--- config.mk ---
export PLATFORM = sky130hd
export DESIGN_NAME = hyperbus_io_ctrl
export DESIGN_NICKNAME = d
export VERILOG_FILES = /design/src/rtl/hyperbus_io_pkg.sv /design/src/rtl/hyperbus_rst_gen.sv /design/src/rtl/hyperbus_io_ctrl.sv
export SDC_FILE = /design/constraint.sdc
export NUM_CORES = 1
export LEC_CHECK = 0
export BUFFER_PORTS_ARGS = -buffer_cell sky130_fd_sc_hd__buf_2
export CAP_MARGIN = 20
export CORE_UTILIZATION = 40
export DETAILED_ROUTE_END_ITERATION = 8
export PLACE_DENSITY = 0.67
export SYNTH_ARGS = -nofsm -noshare
export SYNTH_HDL_FRONTEND = slang
export SYNTH_SLANG_ARGS = --single-unit
--- constraint.sdc ---
create_clock -name clk_i -period 1.55 [get_ports clk_i]
set_input_delay 0 -clock clk_i [delete_from_list [all_inputs] [get_ports clk_i]]
set_output_delay 0 -clock clk_i [all_outputs]
set_load 0.01 [all_outputs]
--- src/rtl/hyperbus_io_pkg.sv ---
// Shared types, default timing and helpers for the HyperBus pad-side sequencer.
package hyperbus_io_pkg;

  typedef enum logic [1:0] {
    HIZ   = 2'd0,
    TX    = 2'd1,
    GUARD = 2'd2
  } dir_state_e;

  typedef enum logic [1:0] {
    RST_LOW  = 2'd0,
    RST_WAIT = 2'd1,
    READY    = 2'd2
  } rst_state_e;

  localparam int unsigned DefDqWidth        = 8;
  localparam int unsigned DefNumChips       = 2;
  localparam int unsigned DefTurnCycles     = 2;
  localparam int unsigned DefRstPulseCycles = 16;
  localparam int unsigned DefRstRecovCycles = 32;
  localparam int unsigned MaxChips          = 8;

  // True when zero or one bit of sel is set.
  function automatic logic onehot0_check(input logic [MaxChips-1:0] sel);
    return (sel & (sel - MaxChips'(1))) == '0;
  endfunction

endpackage

--- src/rtl/hyperbus_rst_gen.sv ---
// Device reset-pulse generator: low pulse, recovery wait, then ready.
module hyperbus_rst_gen
  import hyperbus_io_pkg::*;
#(
  parameter int unsigned RstPulseCycles = DefRstPulseCycles,
  parameter int unsigned RstRecovCycles = DefRstRecovCycles
) (
  input  logic clk_i,
  input  logic rst_i,
  input  logic hw_rst_req_i,
  output logic pad_reset_no,
  output logic rst_busy_o,
  output logic busy_next_c
);

  localparam int unsigned CntMax = (RstPulseCycles > RstRecovCycles) ? RstPulseCycles
                                                                     : RstRecovCycles;
  localparam int unsigned CntW = $clog2(CntMax + 1);
  localparam logic [CntW-1:0] PulseLast = CntW'(RstPulseCycles - 1);
  localparam logic [CntW-1:0] RecovLast = CntW'(RstRecovCycles - 1);
  localparam logic [CntW-1:0] CntTop    = CntW'(CntMax);

  rst_state_e      state_q, state_d;
  logic [CntW-1:0] cnt_q, cnt_d;

  always_ff @(posedge clk_i or posedge rst_i) begin
    if (rst_i) begin
      state_q      <= RST_LOW;
      cnt_q        <= '0;
      pad_reset_no <= 1'b0;
      rst_busy_o   <= 1'b1;
    end else begin
      state_q      <= state_d;
      cnt_q        <= cnt_d;
      pad_reset_no <= (state_d != RST_LOW);
      rst_busy_o   <= busy_next_c;
    end
  end

  // Each state counts its own dwell; the counter restarts on every transition.
  always_comb begin
    state_d     = state_q;
    cnt_d       = (cnt_q == CntTop) ? cnt_q : cnt_q + CntW'(1);
    busy_next_c = 1'b1;
    unique case (state_q)
      RST_LOW: begin
        if (cnt_q == PulseLast) begin
          state_d = RST_WAIT;
          cnt_d   = '0;
        end
      end
      RST_WAIT: begin
        if (cnt_q == RecovLast) begin
          state_d = READY;
          cnt_d   = '0;
        end
      end
      READY: begin
        if (hw_rst_req_i) begin
          state_d = RST_LOW;
          cnt_d   = '0;
        end
      end
      default: begin
        state_d = RST_LOW;
        cnt_d   = '0;
      end
    endcase
    busy_next_c = (state_d != READY);
  end

endmodule

--- src/rtl/hyperbus_io_ctrl.sv ---
// Pad-side HyperBus sequencer: registered pad stage, turnaround guard,
// device reset sequencing and chip-select sanity checking.
module hyperbus_io_ctrl
  import hyperbus_io_pkg::*;
#(
  parameter int unsigned DqWidth        = DefDqWidth,
  parameter int unsigned NumChips       = DefNumChips,
  parameter int unsigned TurnCycles     = DefTurnCycles,
  parameter int unsigned RstPulseCycles = DefRstPulseCycles,
  parameter int unsigned RstRecovCycles = DefRstRecovCycles
) (
  input  logic                clk_i,
  input  logic                rst_i,
  input  logic [DqWidth-1:0]  phy_dq_i,
  input  logic                phy_dq_oe_i,
  input  logic                phy_rwds_i,
  input  logic [NumChips-1:0] phy_cs_ni,
  input  logic                phy_ck_en_i,
  output logic                phy_tx_ready_o,
  output logic [DqWidth-1:0]  phy_dq_o,
  output logic                phy_rwds_o,
  output logic                phy_rx_valid_o,
  input  logic                hw_rst_req_i,
  input  logic                cs_err_clr_i,
  output logic                rst_busy_o,
  output logic                cs_err_o,
  output logic [DqWidth-1:0]  pad_dq_o,
  input  logic [DqWidth-1:0]  pad_dq_i,
  output logic                pad_dq_oe_o,
  output logic                pad_rwds_o,
  input  logic                pad_rwds_i,
  output logic                pad_rwds_oe_o,
  output logic [NumChips-1:0] pad_cs_no,
  output logic                pad_ck_o,
  output logic                pad_ck_no,
  output logic                pad_reset_no
);

  localparam int unsigned TurnW = $clog2(TurnCycles + 1);
  localparam logic [TurnW-1:0] TurnLast = TurnW'(TurnCycles - 1);

  dir_state_e          dir_q, dir_d;
  logic [TurnW-1:0]    turn_q, turn_d;
  logic                busy_c;
  logic                cs_multi_c;
  logic                cs_active_c;
  logic                ck_run_c;
  logic [NumChips-1:0] cs_req_c;

  hyperbus_rst_gen #(
    .RstPulseCycles(RstPulseCycles),
    .RstRecovCycles(RstRecovCycles)
  ) u_rst_gen (
    .clk_i       (clk_i),
    .rst_i       (rst_i),
    .hw_rst_req_i(hw_rst_req_i),
    .pad_reset_no(pad_reset_no),
    .rst_busy_o  (rst_busy_o),
    .busy_next_c (busy_c)
  );

  // busy_c is the reset generator's next-cycle view, so pads release on the same edge.
  assign cs_req_c    = ~phy_cs_ni;
  assign cs_multi_c  = !onehot0_check(MaxChips'(cs_req_c));
  assign cs_active_c = !busy_c && !cs_multi_c && (|cs_req_c);
  assign ck_run_c    = phy_ck_en_i && cs_active_c;

  always_ff @(posedge clk_i or posedge rst_i) begin
    if (rst_i) begin
      dir_q  <= HIZ;
      turn_q <= '0;
    end else begin
      dir_q  <= dir_d;
      turn_q <= turn_d;
    end
  end

  // Direction FSM: a GUARD gap always separates TX from the next bus release.
  always_comb begin
    dir_d  = dir_q;
    turn_d = turn_q;
    unique case (dir_q)
      HIZ: begin
        if (phy_dq_oe_i) dir_d = TX;
      end
      TX: begin
        if (!phy_dq_oe_i) begin
          dir_d  = GUARD;
          turn_d = '0;
        end
      end
      GUARD: begin
        if (turn_q == TurnLast) dir_d = HIZ;
        else                    turn_d = turn_q + TurnW'(1);
      end
      default: dir_d = HIZ;
    endcase
    if (busy_c) begin
      dir_d  = HIZ;
      turn_d = '0;
    end
  end

  always_ff @(posedge clk_i or posedge rst_i) begin
    if (rst_i) begin
      pad_dq_o       <= '0;
      pad_rwds_o     <= 1'b0;
      pad_dq_oe_o    <= 1'b0;
      pad_rwds_oe_o  <= 1'b0;
      phy_tx_ready_o <= 1'b0;
      pad_cs_no      <= '1;
      pad_ck_o       <= 1'b0;
      pad_ck_no      <= 1'b1;
      phy_dq_o       <= '0;
      phy_rwds_o     <= 1'b0;
      phy_rx_valid_o <= 1'b0;
      cs_err_o       <= 1'b0;
    end else begin
      pad_dq_o       <= phy_dq_i;
      pad_rwds_o     <= phy_rwds_i;
      pad_dq_oe_o    <= (dir_d == TX);
      pad_rwds_oe_o  <= (dir_d == TX);
      phy_tx_ready_o <= (dir_d == TX);
      pad_cs_no      <= (busy_c || cs_multi_c) ? '1 : phy_cs_ni;
      pad_ck_o       <= ck_run_c ? ~pad_ck_o : 1'b0;
      pad_ck_no      <= ck_run_c ? pad_ck_o : 1'b1;
      phy_dq_o       <= pad_dq_i;
      phy_rwds_o     <= pad_rwds_i;
      // Only samples taken with the bus released and a device selected are data.
      phy_rx_valid_o <= (dir_q == HIZ) && !(&pad_cs_no);
      cs_err_o       <= cs_multi_c ? 1'b1 : (cs_err_clr_i ? 1'b0 : cs_err_o);
    end
  end

endmodule
Yosys cells after proc, flatten, opt, wreduce, memory -nomap -nowiden:

Cells that the tools add are included.
Widths: inputs -> output; s select.

* add/sub/neg operators: 3
* equality and inequality tests: 13
* multiplexer cells: 23
* bitwise operators: 3
* reduce and logical (&&, ||, !) cells: 16

Operators by type and width (count)
* $mux 6: 4
* $mux 2: 11
* $pmux 6 s3: 1
* $pmux 2 s3: 2
* $and 2x8->8: 1
* $eq 2x1->1 const B: 4
* $logic_not 8->1: 1
* $add 6x1->6 const B: 1
* $eq 6x4->1 const B: 1
* $eq 6x5->1 const B: 1
* $eq 6x6->1 const B: 1
* $ne 3x3->1 const B: 2
* $eq 2x2->1 const B: 2
* $logic_and 1x1->1: 4
* $logic_not 2->1: 2
* $mux 1: 4
* $ne 2x2->1 const B: 2
* $pmux 2 s2: 1
* $logic_not 1->1: 3
* $reduce_and 3->1: 1
* $reduce_bool 3->1: 1
* $sub 2x1->3 const B: 1
* $add 2x1->2 const B: 1
* $not 2->2: 1
* other kinds (5): 5

* register bits after elaboration: 39
* bits of input ports: 26
* output and inout bits: 29
* logic and storage cells: 74

Depth between registers and ports, before layout:

Gate-level depths: netlist (run 1).

* word-level depth: 9
* gate-level depth with buffers: 5
* gate-level depth less buffers: 5

By module:

Synthesis (run 1) repeated with hierarchy kept, for this count alone.

* cells, all modules: 111
* area total of the unflattened synthesis: 1476.4 um2

By module, submodules not included
* hyperbus_io_ctrl: times used 1, cells an instance 56, area an instance 899.6 um2, seq. area each 729.4 um2
* hyperbus_rst_gen: times used 1, cells an instance 55, area an instance 576.8 um2, seq. area each 251.5 um2

Worst setup path after synthesis (run 1):

No wires, ideal clock.

* path kind: flip-flop to flip-flop
* start point: reg u_rst_gen.cnt_q[0]
* end point: reg pad_ck_no
* library setup time: 0.095 ns
* data arrival time: 1.441 ns
* required time: 1.455 ns
* path slack: 0.015 ns
* stages on the path, launching flop included: 5
* path buffers: 0
* period minus slack after synthesis: 1.535 ns
* cell sequence: dfrtp_1 -> ha_1 -> and3_4 -> a41oi_4 -> or4b_1

* longest elaborated chain between the ends: 9
* elaborated cells between the ends (all ways): 11
* those cells by class: eq/ne (3); mux (4); reduce/logical (4)

RTL lines
* from (decl): RTL line hyperbus_rst_gen.sv:24 `logic [CntW-1:0] cnt_q, cnt_d;`
* from (signal assigned): RTL line hyperbus_rst_gen.sv:34 `cnt_q <= cnt_d;`
* $eq 6x5->1 or $eq 6x4->1 (tied branches): RTL line hyperbus_rst_gen.sv:53, hyperbus_rst_gen.sv:47
* $mux 2 (on tied branches): RTL line hyperbus_rst_gen.sv:53, hyperbus_rst_gen.sv:47
* $pmux 2 s3 (*): RTL line hyperbus_rst_gen.sv:45 `unique case (state_q)`
* $ne 2x2->1 (*): RTL line hyperbus_rst_gen.sv:69 `busy_next_c = (state_d != READY);`
* net busy_c: RTL line hyperbus_io_ctrl.sv:44 `logic busy_c;`
* $logic_not 1->1 (*): RTL line hyperbus_io_ctrl.sv:65 `assign cs_active_c = !busy_c && !cs_multi_c && (|cs_req_c);`
* $logic_and 1x1->1 (*) (2 in a row): RTL line hyperbus_io_ctrl.sv:65
* $logic_and 1x1->1 (*): RTL line hyperbus_io_ctrl.sv:66 `assign ck_run_c = phy_ck_en_i && cs_active_c;`
* $mux 1 (*): RTL line hyperbus_io_ctrl.sv:126 `pad_ck_no <= ck_run_c ? pad_ck_o : 1'b1;`
* to (signal assigned): RTL line hyperbus_io_ctrl.sv:126
* to (decl): RTL line hyperbus_io_ctrl.sv:35 `output logic pad_ck_no,`

The timed path passes the listed nets; every way through them passes the cells marked *.
A chain may end at the register's enable or synchronous reset.

Final worst setup path (run 1):

* start point: reg u_rst_gen.cnt_q[1]
* end point: reg pad_ck_no

Same word-level chain as after synthesis.

==> metrics.txt, run 1 <==
status=finished, final reports clean; last weighted congestion value of the routability-driven placer=~0.74; area inside the core boundary=between 3000 and 4000 um2; dominant delay contributor by cell family on the critical path=simple AND/OR/NAND/NOR gates; detailed route wirelength on metal3=about 380 um; metal2 WL=~1700 um; post-synthesis mux area share=0%; final routed DRC violation total=0; maximum number of pins on one net before global-route repair=40; Worst Hold Margin=0.0112 ns; Critical Setup Path Class=register to register; reported max-cap violation count=0; post-place instance area=~1800 um2; cell type with the largest total area after synthesis=sky130_fd_sc_hd__dfrtp_1; Final Max Tran Viols=0; Power per Cell Area=about 900 nW/um2; drt total wl=3490 um; library cell contributing the largest single delay on the critical path=sky130_fd_sc_hd__or4b_1; endpoint class of the critical path=register; mapped cell area=roughly 1500 um2; clock buffer depth=2; compound-cell area share of the yosys netlist=13.0%; crit-path cells=ha_4 -> and3_4 -> a41oi_4 -> or4b_1; Die Y=63.2 um; via-per-instance ratio=4.78; length in cells of the worst reg-to-reg path=4; DP Worst Slack=0.0539 ns; most repeated cell in the gate-level netlist after synthesis=sky130_fd_sc_hd__dfrtp_1; post-route setup TNS=0 ns; fin crit share=slightly below 100%; Leakage Power=approximately 1.0 nW; Yosys warning count=0; required time worst endpoint=approximately 1.8 ns; detailed-routing iteration count for the pre-antenna-repair pass=4; number of library cell types mapped by synthesis=39; clock tree from TritonCTS=built; Buf+Inv Stages, Crit Path=0; peak ir drop on the vdd network=between 0.8 and 0.9 mV; highest fanout seen on the critical path=4; Rel. slew slack=slightly below 70%; fraction of synthesized cell area in xor and xnor cells=around 1.8%; clock transition at the registers of the reported paths=~0.08 ns; maximum achievable frequency=around 660 MHz; synthesized netlist cell count=roughly 110; post-route met1 wirelength=about 1400 um; count of port buffers added during placement=54; least setup slack across all paths after layout=around 0.042 ns; number of enable-type register cells in the synthesized netlist=0; number of antenna violations at the first check in global routing=0; Setup violations, final=0; Clock Sinks=39; number of nets at the end of the flow=229; layout cells sized above 1=approximately 41%; WP depth=4; number of global-route vias before repair=between 1000 and 1500; final critical path time including I/O delays and setup=approximately 1.5 ns; top cell type's share of synthesized area=58.5%; Post-synth top flop=sky130_fd_sc_hd__dfrtp_1; cts bufs inserted=5; first-pass GRT wire length=between 5000 and 6000 um; area growth from synthesis to layout=49.6%; root buffer selected by CTS=sky130_fd_sc_hd__clkbuf_8; path category of the worst min-delay check=primary input to register; horizontal extent of the die=63.2 um; worst stage delay on the critical path=about 0.53 ns; transition at the pin with the smallest max-transition slack=approximately 0.47 ns; Die Outline Area=3990 um2; simple logic cell fraction of the synthesized area=12.8%; leading cell types by count after synthesis=sky130_fd_sc_hd__dfrtp_1, sky130_fd_sc_hd__inv_1, sky130_fd_sc_hd__nor2_1, sky130_fd_sc_hd__o21ai_0; worst skew pair latency=0.29 ns; Overflow after GRT=0; via count=~1200; post-route cell area=around 2200 um2; starting density of the core=a little over two fifths; post-DP HPWL=slightly above 2000 um; data arrival time of the critical path=roughly 1.7 ns; global-route usage over all layers=between 10% and 20%; overall power consumption=around 2.1 mW; post-synthesis adder-cell area fraction=2.51%; unrepaired setup endpoints after global routing=true; Setup Skew=roughly 0.0047 ns; hold violation total from the final report=0; sequential fraction of the synthesis area=roughly 66%; WL/cell=14.1 um; remaining antenna violation count after routing=0; dominant combinational cell family by area after synthesis=compound AO/OA/AOI/OAI gates; kind of launch point of the worst setup path=register; top sig layer=met4; Boundary Pins=55; FFs w/ async S/R, synth=100%; number of stages on the worst hold path=2; top cells by area in the synthesized netlist=sky130_fd_sc_hd__dfrtp_1, sky130_fd_sc_hd__dfstp_2, sky130_fd_sc_hd__ha_1; post-synthesis net count=140; number of core rows=21; initial drt markers=12; Antenna Diode Count=0; H-tree level count=2; Mean Syn Cell Area=approximately 13 um2; post-synthesis register bit count=39
-- power by group --
part	switching (mW)	total (mW)	internal, mW
Clock	0.345	0.866	0.520
Combinational	0.0703	0.158	0.0874
Sequential	0.00876	1.05	1.04
-- through the flow --
stage	cells	util, %
2_1_floorplan	111	-
3_3_place_gp	213	53.0
3_5_place_dp	213	53.0
4_1_cts	245	63.3
5_1_grt	247	64.5
6_report	247	64.5
-- cell type report --
type,count,area (um2)
clock inverter,2,35.0
tap,46,57.6
sequential,39,982
clock buffer,6,82.6
timing repair buffer,87,578
multi-input combinational,60,477
inverter,7,26.3
fill,265,1230
-- logic make-up (layout without fill, tap and decap cells) --
kind of cell	Yosys count	count (layout)
AO/OA/AOI/OAI	25	25
XOR/XNOR	3	3
adder cells (fa/ha/maj)	3	3
buffers and inverters	12	102
flip-flops	39	39
AND/OR/NAND/NOR	29	29
-- flip-flops by register name (all words and copies together), names as in the netlist, 2 cells and up --
register           count
dir_q                  2
pad_cs_no              2
pad_dq_o               8
phy_dq_o               8
turn_q                 2
u_rst_gen.cnt_q        6
u_rst_gen.state_q      2
-- worst paths after layout --
kind | start | end | slack [ns]
setup / recovery | u_rst_gen.cnt_q[1] | pad_ck_no | 0.04
hold / removal | phy_dq_oe_i | pad_rwds_oe_o | 0.01
max in group asynchronous | rst_i | pad_cs_no[1] | 0.80
min in group asynchronous | rst_i | u_rst_gen.cnt_q[2] | 0.39
setup reg to reg | u_rst_gen.cnt_q[1] | pad_ck_no | 0.04
hold reg to reg | pad_ck_o | pad_ck_o | 0.46
-- what timing repair did --
item	CTS	global route
gates resized for setup	0	5
hold endpoints to repair	58	0
hold buffers	24	0
buffers inserted	0	2
setup endpoints to repair	0	3
-- routing by layer --
layer	global-route usage, %	vias up
met5	0	-
met4	8.72	0
met3	9.42	8
met2	32.7	64
met1	21.0	544
li1	-	565
-- placed cells by master (no fill, tap or decap), drive strengths merged, types with 3 or more instances in the layout --
| cell | count |
|---|---|
| a21oi | 4 |
| dfstp | 4 |
| nand3 | 3 |
| inv | 7 |
| nor3b | 4 |
| buf | 63 |
| o21ai | 5 |
| nand2 | 4 |
| dlygate4sd3 | 24 |
| nor2 | 6 |
| a21boi | 3 |
| dfrtp | 35 |
| clkbuf | 6 |
| ha | 3 |
Note: power is estimated with default switching activity, not from simulation.
==> run 2, diff against run 1 <==
--- a/config.mk
+++ b/config.mk
@@ -7,9 +7,9 @@
 export LEC_CHECK = 0
 export BUFFER_PORTS_ARGS = -buffer_cell sky130_fd_sc_hd__buf_2
 export CAP_MARGIN = 20
-export CORE_UTILIZATION = 40
+export CORE_UTILIZATION = 43
 export DETAILED_ROUTE_END_ITERATION = 8
-export PLACE_DENSITY = 0.67
+export PLACE_DENSITY = 0.72
 export SYNTH_ARGS = -nofsm -noshare
 export SYNTH_HDL_FRONTEND = slang
 export SYNTH_SLANG_ARGS = --single-unit
==> run 2 against run 1 <==
Against the previous run: first-iteration DRC count grew to 3.1 times the previous value; hold slack better by 0.054 ns; non-clock buffer count is 1 higher; critical path depth stayed put; combinational power is 6% higher; sequential share of layout area is 0.073 points lower; clock skew is 0.018 ns higher; critical endpoint unchanged; highest routed layer unchanged; clock power is 1% lower; utilization is 2.7 points higher.
==> metrics.txt, run 2 (synthesized netlist as in run 1, its figures left out) <==
Power per Cell Area=927 nW/um2 (about the same); Setup violations, final=0 (unchanged); horizontal extent of the die=61.0 um (-3.4%); area inside the core boundary=3340 um2 (-3.8%); last weighted congestion value of the routability-driven placer=0.807 (+9.5%); H-tree level count=2 (unchanged); number of global-route vias before repair=1163 (-9.8%); clock buffer depth=2 (unchanged); hold violation total from the final report=0 (unchanged); Die Y=61.0 um (-3.4%); data arrival time of the critical path=1.82 ns (+0.11 ns); peak ir drop on the vdd network=0.738 mV (-15%); maximum number of pins on one net before global-route repair=40 (unchanged); most common library cell in the layout ignoring fill and taps=sky130_fd_sc_hd__buf_2; first-pass GRT wire length=5710 um (-2.4%); reported max-cap violation count=0 (unchanged); area growth from synthesis to layout=49.8%; initial drt markers=37 (+25); Rel. slew slack=69.2% (+0.27 points); number of core rows=21 (unchanged); via count=1239 (+4.9%); transition at the pin with the smallest max-transition slack=0.463 ns (-0.00399 ns); detailed-routing iteration count for the pre-antenna-repair pass=5 (+1); post-route cell area=2240 um2 (+0.17%); drt total wl=4240 um (+22%); required time worst endpoint=1.84 ns (+0.08 ns); Largest regs=pad_dq_o (8), phy_dq_o (8), u_rst_gen.cnt_q (6); Setup Skew=0.0228 ns (+0.0181 ns); unrepaired setup endpoints after global routing=true; Boundary Pins=55 (unchanged); starting density of the core=44.8% (+1.7 points); number of nets at the end of the flow=230 (+0.44%); clock tree from TritonCTS=built; path category of the worst min-delay check=primary input to register; remaining antenna violation count after routing=0 (unchanged); Die Outline Area=3720 um2 (-6.8%); Clock Sinks=39 (unchanged); layout cells sized above 1=42.6% (+1.3 points); Leakage Power=1.04 nW (about the same); kind of launch point of the worst setup path=register; Critical Setup Path Class=register to register; number of antenna violations at the first check in global routing=0 (unchanged); worst skew pair latency=0.35 ns (+0.06 ns); global-route usage over all layers=22.6% (+2.9 points); via-per-instance ratio=5.00 (+4.5%); count of port buffers added during placement=54 (unchanged); post-place instance area=1840 um2 (unchanged); filler cell count in the final layout=214 (-19%); cts bufs inserted=5 (unchanged); fin crit share=99.0% (+1.7 points); endpoint class of the critical path=register; post-DP HPWL=2110 um (+1.9%); status=finished, final reports clean; root buffer selected by CTS=sky130_fd_sc_hd__clkbuf_4; highest fanout seen on the critical path=4 (unchanged); final core occ=67.2% (+2.7 points); Final Max Tran Viols=0 (unchanged); most frequent cells in the layout=sky130_fd_sc_hd__buf_2, sky130_fd_sc_hd__dfrtp_1, sky130_fd_sc_hd__dlygate4sd3_1; maximum achievable frequency=652 MHz (-1.7%); final critical path time including I/O delays and setup=1.53 ns (+0.0264 ns); clock transition at the registers of the reported paths=0.13 ns (+0.05 ns); Antenna Diode Count=0 (unchanged); final routed DRC violation total=0 (unchanged); WL/cell=17.1 um (+21%); Overflow after GRT=0 (unchanged); post-route setup TNS=0 ns (unchanged)
## run 2: cell types whose count changed in the layout (fill, tap and decap cells not counted), sizes merged
| cell | delta |
|---|---|
| bufinv | +1 |
| clkinv | -1 |
| dlygate4sd3 | +1 |
## run 2: report_power, final
part	total, mW	internal [mW]	switching, mW
clock	0.857	0.504	0.354
combinational	0.167	0.0893	0.0781
sequential	1.05	1.04	0.0110
total	2.08	1.64	0.443
## run 2: layout make-up
cell class	instances	area, um2	area share [%]
flip-flops and latches	39	982	43.8
well taps	46	57.6	2.57
repair buffers	88	592	26.4
clock buffers	6	41.3	1.84
inverters	7	26.3	1.17
multi-input cells	60	483	21.5
clock inverters	2	60.1	2.68
## run 2: routing by layer
metal	vias up	track usage [%]	share of wire (%)
met5	-	0	0
met4	0	8.77	1.6
li1	564	-	-
met1	608	27.8	41
met3	6	9.38	8.5
met2	61	35.5	49
## run 2: timing repair
item / 4_1_cts / 5_1_grt
buffers inserted: 1 / 1
endpoints found under the hold margin: 60 / 0
setup endpoints to repair: 1 / 3
pin swaps: 0 / 2
resized for setup: 1 / 10
hold buffers: 25 / 0
## run 2: final timing paths
check                                  endpoint  slack (ns)               start  depth (start not counted)
min in group asynchronous              cs_err_o        0.29               rst_i                          4
setup reg to reg                      pad_ck_no        0.02  u_rst_gen.cnt_q[0]                          4
hold reg to reg                        pad_ck_o        0.55            pad_ck_o                          1
max in group asynchronous  u_rst_gen.rst_busy_o        0.88               rst_i                          4
hold / removal               u_rst_gen.cnt_q[4]        0.07        hw_rst_req_i                          3
setup / recovery                      pad_ck_no        0.02  u_rst_gen.cnt_q[0]                          4
## run 2: worst max-delay path: stages (launching register included)
cell	delay (ns)
sky130_fd_sc_hd__dfrtp_1	0.42
sky130_fd_sc_hd__ha_4	0.16
sky130_fd_sc_hd__and3_4	0.20
sky130_fd_sc_hd__a41oi_4	0.15
sky130_fd_sc_hd__or4b_4	0.54
## run 2: through the flow
| step | hold WS [ns] | setup WS (ns) | cells | power (mW) |
|---|---|---|---|---|
| 2_1_floorplan | 0.0314 | 0.0145 | 111 | 1.11 |
| 3_3_place_gp | 0.108 | 0.0771 | 213 | 1.17 |
| 3_5_place_dp | 0.109 | 0.0263 | 213 | 1.18 |
| 4_1_cts | 0.0562 | 0.00390 | 247 | 2.04 |
| 5_1_grt | 0.0918 | -0.0252 | 248 | 2.14 |
| 6_report | 0.0653 | 0.0158 | 248 | 2.08 |
==> run 3, diff against run 2 <==
--- a/config.mk
+++ b/config.mk
@@ -7,9 +7,9 @@
 export LEC_CHECK = 0
 export BUFFER_PORTS_ARGS = -buffer_cell sky130_fd_sc_hd__buf_2
 export CAP_MARGIN = 20
-export CORE_UTILIZATION = 43
+export CORE_UTILIZATION = 51
 export DETAILED_ROUTE_END_ITERATION = 8
-export PLACE_DENSITY = 0.72
+export PLACE_DENSITY = 0.8
 export SYNTH_ARGS = -nofsm -noshare
 export SYNTH_HDL_FRONTEND = slang
 export SYNTH_SLANG_ARGS = --single-unit
==> constraint.sdc (replaced) <==
create_clock -name clk_i -period 1.81 [get_ports clk_i]
set_input_delay 0 -clock clk_i [delete_from_list [all_inputs] [get_ports clk_i]]
set_output_delay 0 -clock clk_i [all_outputs]
set_load 0.01 [all_outputs]
==> run 3 against run 2 <==
Against the previous run: register-to-register slack gained 0.06 ns; setup slack better by 0.064 ns; via count up 5.2%; utilization increased by 9.4 points; final area decreased by 5.8%; critical path depth unchanged; final cell count decreased by 7.7%; non-clock buffer count is 4 lower; sequential share of layout area increased by 2.6 points; largest cell class unchanged.
==> metrics.txt, run 3 (synthesized netlist as in run 1, its figures left out) <==
status=finished, final reports clean; number of stages on the worst hold path=3 (unchanged); number of nets at the end of the flow=226 (-1.7%); least setup slack across all paths after layout=0.0798 ns (+0.0641 ns); Boundary Pins=55 (unchanged); GRT met3 Usage=10.0% (+0.62 points); detailed-routing iteration count for the pre-antenna-repair pass=4 (-1); sw frac=25.6% (+4.3 points); switching power summed over all nets=385 uW (-13%); post-route setup TNS=0 ns (unchanged); Worst Hold Margin=0.0676 ns (+0.00225 ns); post-place instance area=1800 um2 (-2.2%); GR met1 Demand/Resource=37.3% (+9.4 points); path category of the worst min-delay check=primary input to register; transition at the pin with the smallest max-transition slack=0.340 ns (-0.123 ns); Setup Skew=0.0137 ns (-0.00912 ns); post-DP HPWL=2060 um (-2.3%); highest fanout seen on the critical path=8 (+4); Final Max Tran Viols=0 (unchanged); reported max-cap violation count=0 (unchanged); DP Worst Slack=0.141 ns (+0.114 ns); Final Non-Filler Cells=229 (-7.7%); Overflow after GRT=0 (unchanged); internal power=1.12 mW (-32%); layout cells sized above 1=38.4% (-4.2 points); R2R Path Start=u_rst_gen.cnt_q[1]; maximum number of pins on one net before global-route repair=22 (-45%); Antenna Diode Count=0 (unchanged); global-route usage over all layers=29.7% (+7.1 points); number of antenna violations at the first check in global routing=0 (unchanged); final core occ=76.6% (+9.4 points); peak ir drop on the vdd network=0.738 mV (about the same); Largest regs=pad_dq_o (8), phy_dq_o (8), u_rst_gen.cnt_q (6); Setup violations, final=0 (unchanged); initial drt markers=54 (+46%); first-pass GRT wire length=6780 um (+19%); Rel. slew slack=77.4% (+8.2 points); hold wc startpoint=hw_rst_req_i; clock buffer depth=2 (unchanged); number of global-route vias before repair=1312 (+13%); clock transition at the registers of the reported paths=0.13 ns (about the same); via-per-instance ratio=5.69 (+14%); Leakage Power=0.994 nW (-4.6%); count of port buffers added during placement=54 (unchanged); most heavily used metal layer in global routing=met2; sequential power share=60.0% (+9.3 points); worst reg2reg endpoint=pad_ck_no; Power per Cell Area=713 nW/um2 (-23%); proportion of power drawn by combinational gates=9.6% (+1.5 points); area growth from synthesis to layout=41.1%; data arrival time of the critical path=2.00 ns (+0.18 ns); Die Y=56.2 um (-7.9%); PostCTS Resize Cnt=0 (-1); unrepaired setup endpoints after global routing=false; required time worst endpoint=2.08 ns (+0.24 ns); starting density of the core=54.3% (+9.4 points); kind of launch point of the worst setup path=register; Clock Sinks=39 (unchanged); length in cells of the worst reg-to-reg path=4 (unchanged); Clk pwr share=30.5% (-11 points); WL/cell=18.6 um (+9.0%); Hold Path Sink=u_rst_gen.cnt_q[4]; remaining antenna violation count after routing=0 (unchanged); drt total wl=4270 um (+0.61%); horizontal extent of the die=56.2 um (-7.9%); most common library cell in the layout ignoring fill and taps=sky130_fd_sc_hd__buf_2; area inside the core boundary=2760 um2 (-17%); Die Outline Area=3160 um2 (-15%); H-tree level count=2 (unchanged); hold violation total from the final report=0 (unchanged); maximum achievable frequency=578 MHz (-11%); final routed DRC violation total=0 (unchanged); most frequent cells in the layout=sky130_fd_sc_hd__buf_2, sky130_fd_sc_hd__dfrtp_1, sky130_fd_sc_hd__dlygate4sd3_1; post-route cell area=2110 um2 (-5.8%); via count=1303 (+5.2%); overall power consumption=1.51 mW (-28%); last weighted congestion value of the routability-driven placer=0.849 (+5.2%); fin crit share=95.6% (-3.4 points); worst skew pair latency=0.34 ns (about the same); Placed Cells=195 (-8.5%); number of core rows=19 (-9.5%); final critical path time including I/O delays and setup=1.73 ns (+0.196 ns); Register-to-Register Setup Slack=0.08 ns (+0.06 ns); met2 usage in global routing=46.9% (+11 points); clock tree from TritonCTS=built; root buffer selected by CTS=sky130_fd_sc_hd__clkbuf_4; endpoint class of the critical path=register; cts bufs inserted=5 (unchanged); Critical Setup Path Class=register to register
run 3: cell count changes in the layout (fill, tap and decap cells not counted), moves of 2 or more:
cell and change:
sky130_fd_sc_hd__buf_4 -3, sky130_fd_sc_hd__ha_1 +2, sky130_fd_sc_hd__clkinvlp_4 +2, sky130_fd_sc_hd__bufinv_16 -2
run 3: power groups by stage:
stage	Sequential, mW	Clock, mW	Combinational, mW
2_1_floorplan	0.929	0	0.0192
3_3_place_gp	0.915	0	0.0903
3_5_place_dp	0.916	0	0.0930
4_1_cts	0.899	0.446	0.135
5_1_grt	0.905	0.493	0.156
6_report	0.903	0.458	0.144
run 3: area by class of cell:
type,instances,area [um2]
clock buffer,5,37.5
clock inverter,3,20.0
fill,156,646
inverter,7,26.3
multi-input combinational,60,450
sequential,39,981
tap,31,38.8
timing repair buffer,84,558
run 3: worst max-delay path by stage:
stage               cells after the start  slack, ns               start         to
floorplan                               4       0.27  u_rst_gen.cnt_q[0]  pad_ck_no
CTS                                     4       0.12  u_rst_gen.cnt_q[0]  pad_ck_no
finish                                  4       0.08  u_rst_gen.cnt_q[1]  pad_ck_no
detailed placement                      4       0.14  u_rst_gen.cnt_q[0]  pad_ck_no
global route                            4      0.002  u_rst_gen.cnt_q[1]  pad_ck_no
global placement                        4       0.21  u_rst_gen.cnt_q[0]  pad_ck_no
run 3: timing repair:
item                       CTS  global route
setup endpoints to repair    0             1
hold endpoints to repair    64             0
buffers inserted             0             1
hold buffers                25             0
run 3: worst max-delay path: stages (launching register included):
cell	delay [ns]
sky130_fd_sc_hd__dfrtp_1	0.43
sky130_fd_sc_hd__ha_1	0.25
sky130_fd_sc_hd__and3_4	0.22
sky130_fd_sc_hd__a41oi_4	0.19
sky130_fd_sc_hd__or4b_1	0.57
run 3: metal layers:
| metal | up-vias | wire length [um] |
|---|---|---|
| met5 | - | 0 |
| met4 | 0 | 165 |
| met3 | 19 | 412 |
| met2 | 87 | 2050 |
| met1 | 636 | 1640 |
| li1 | 561 | - |
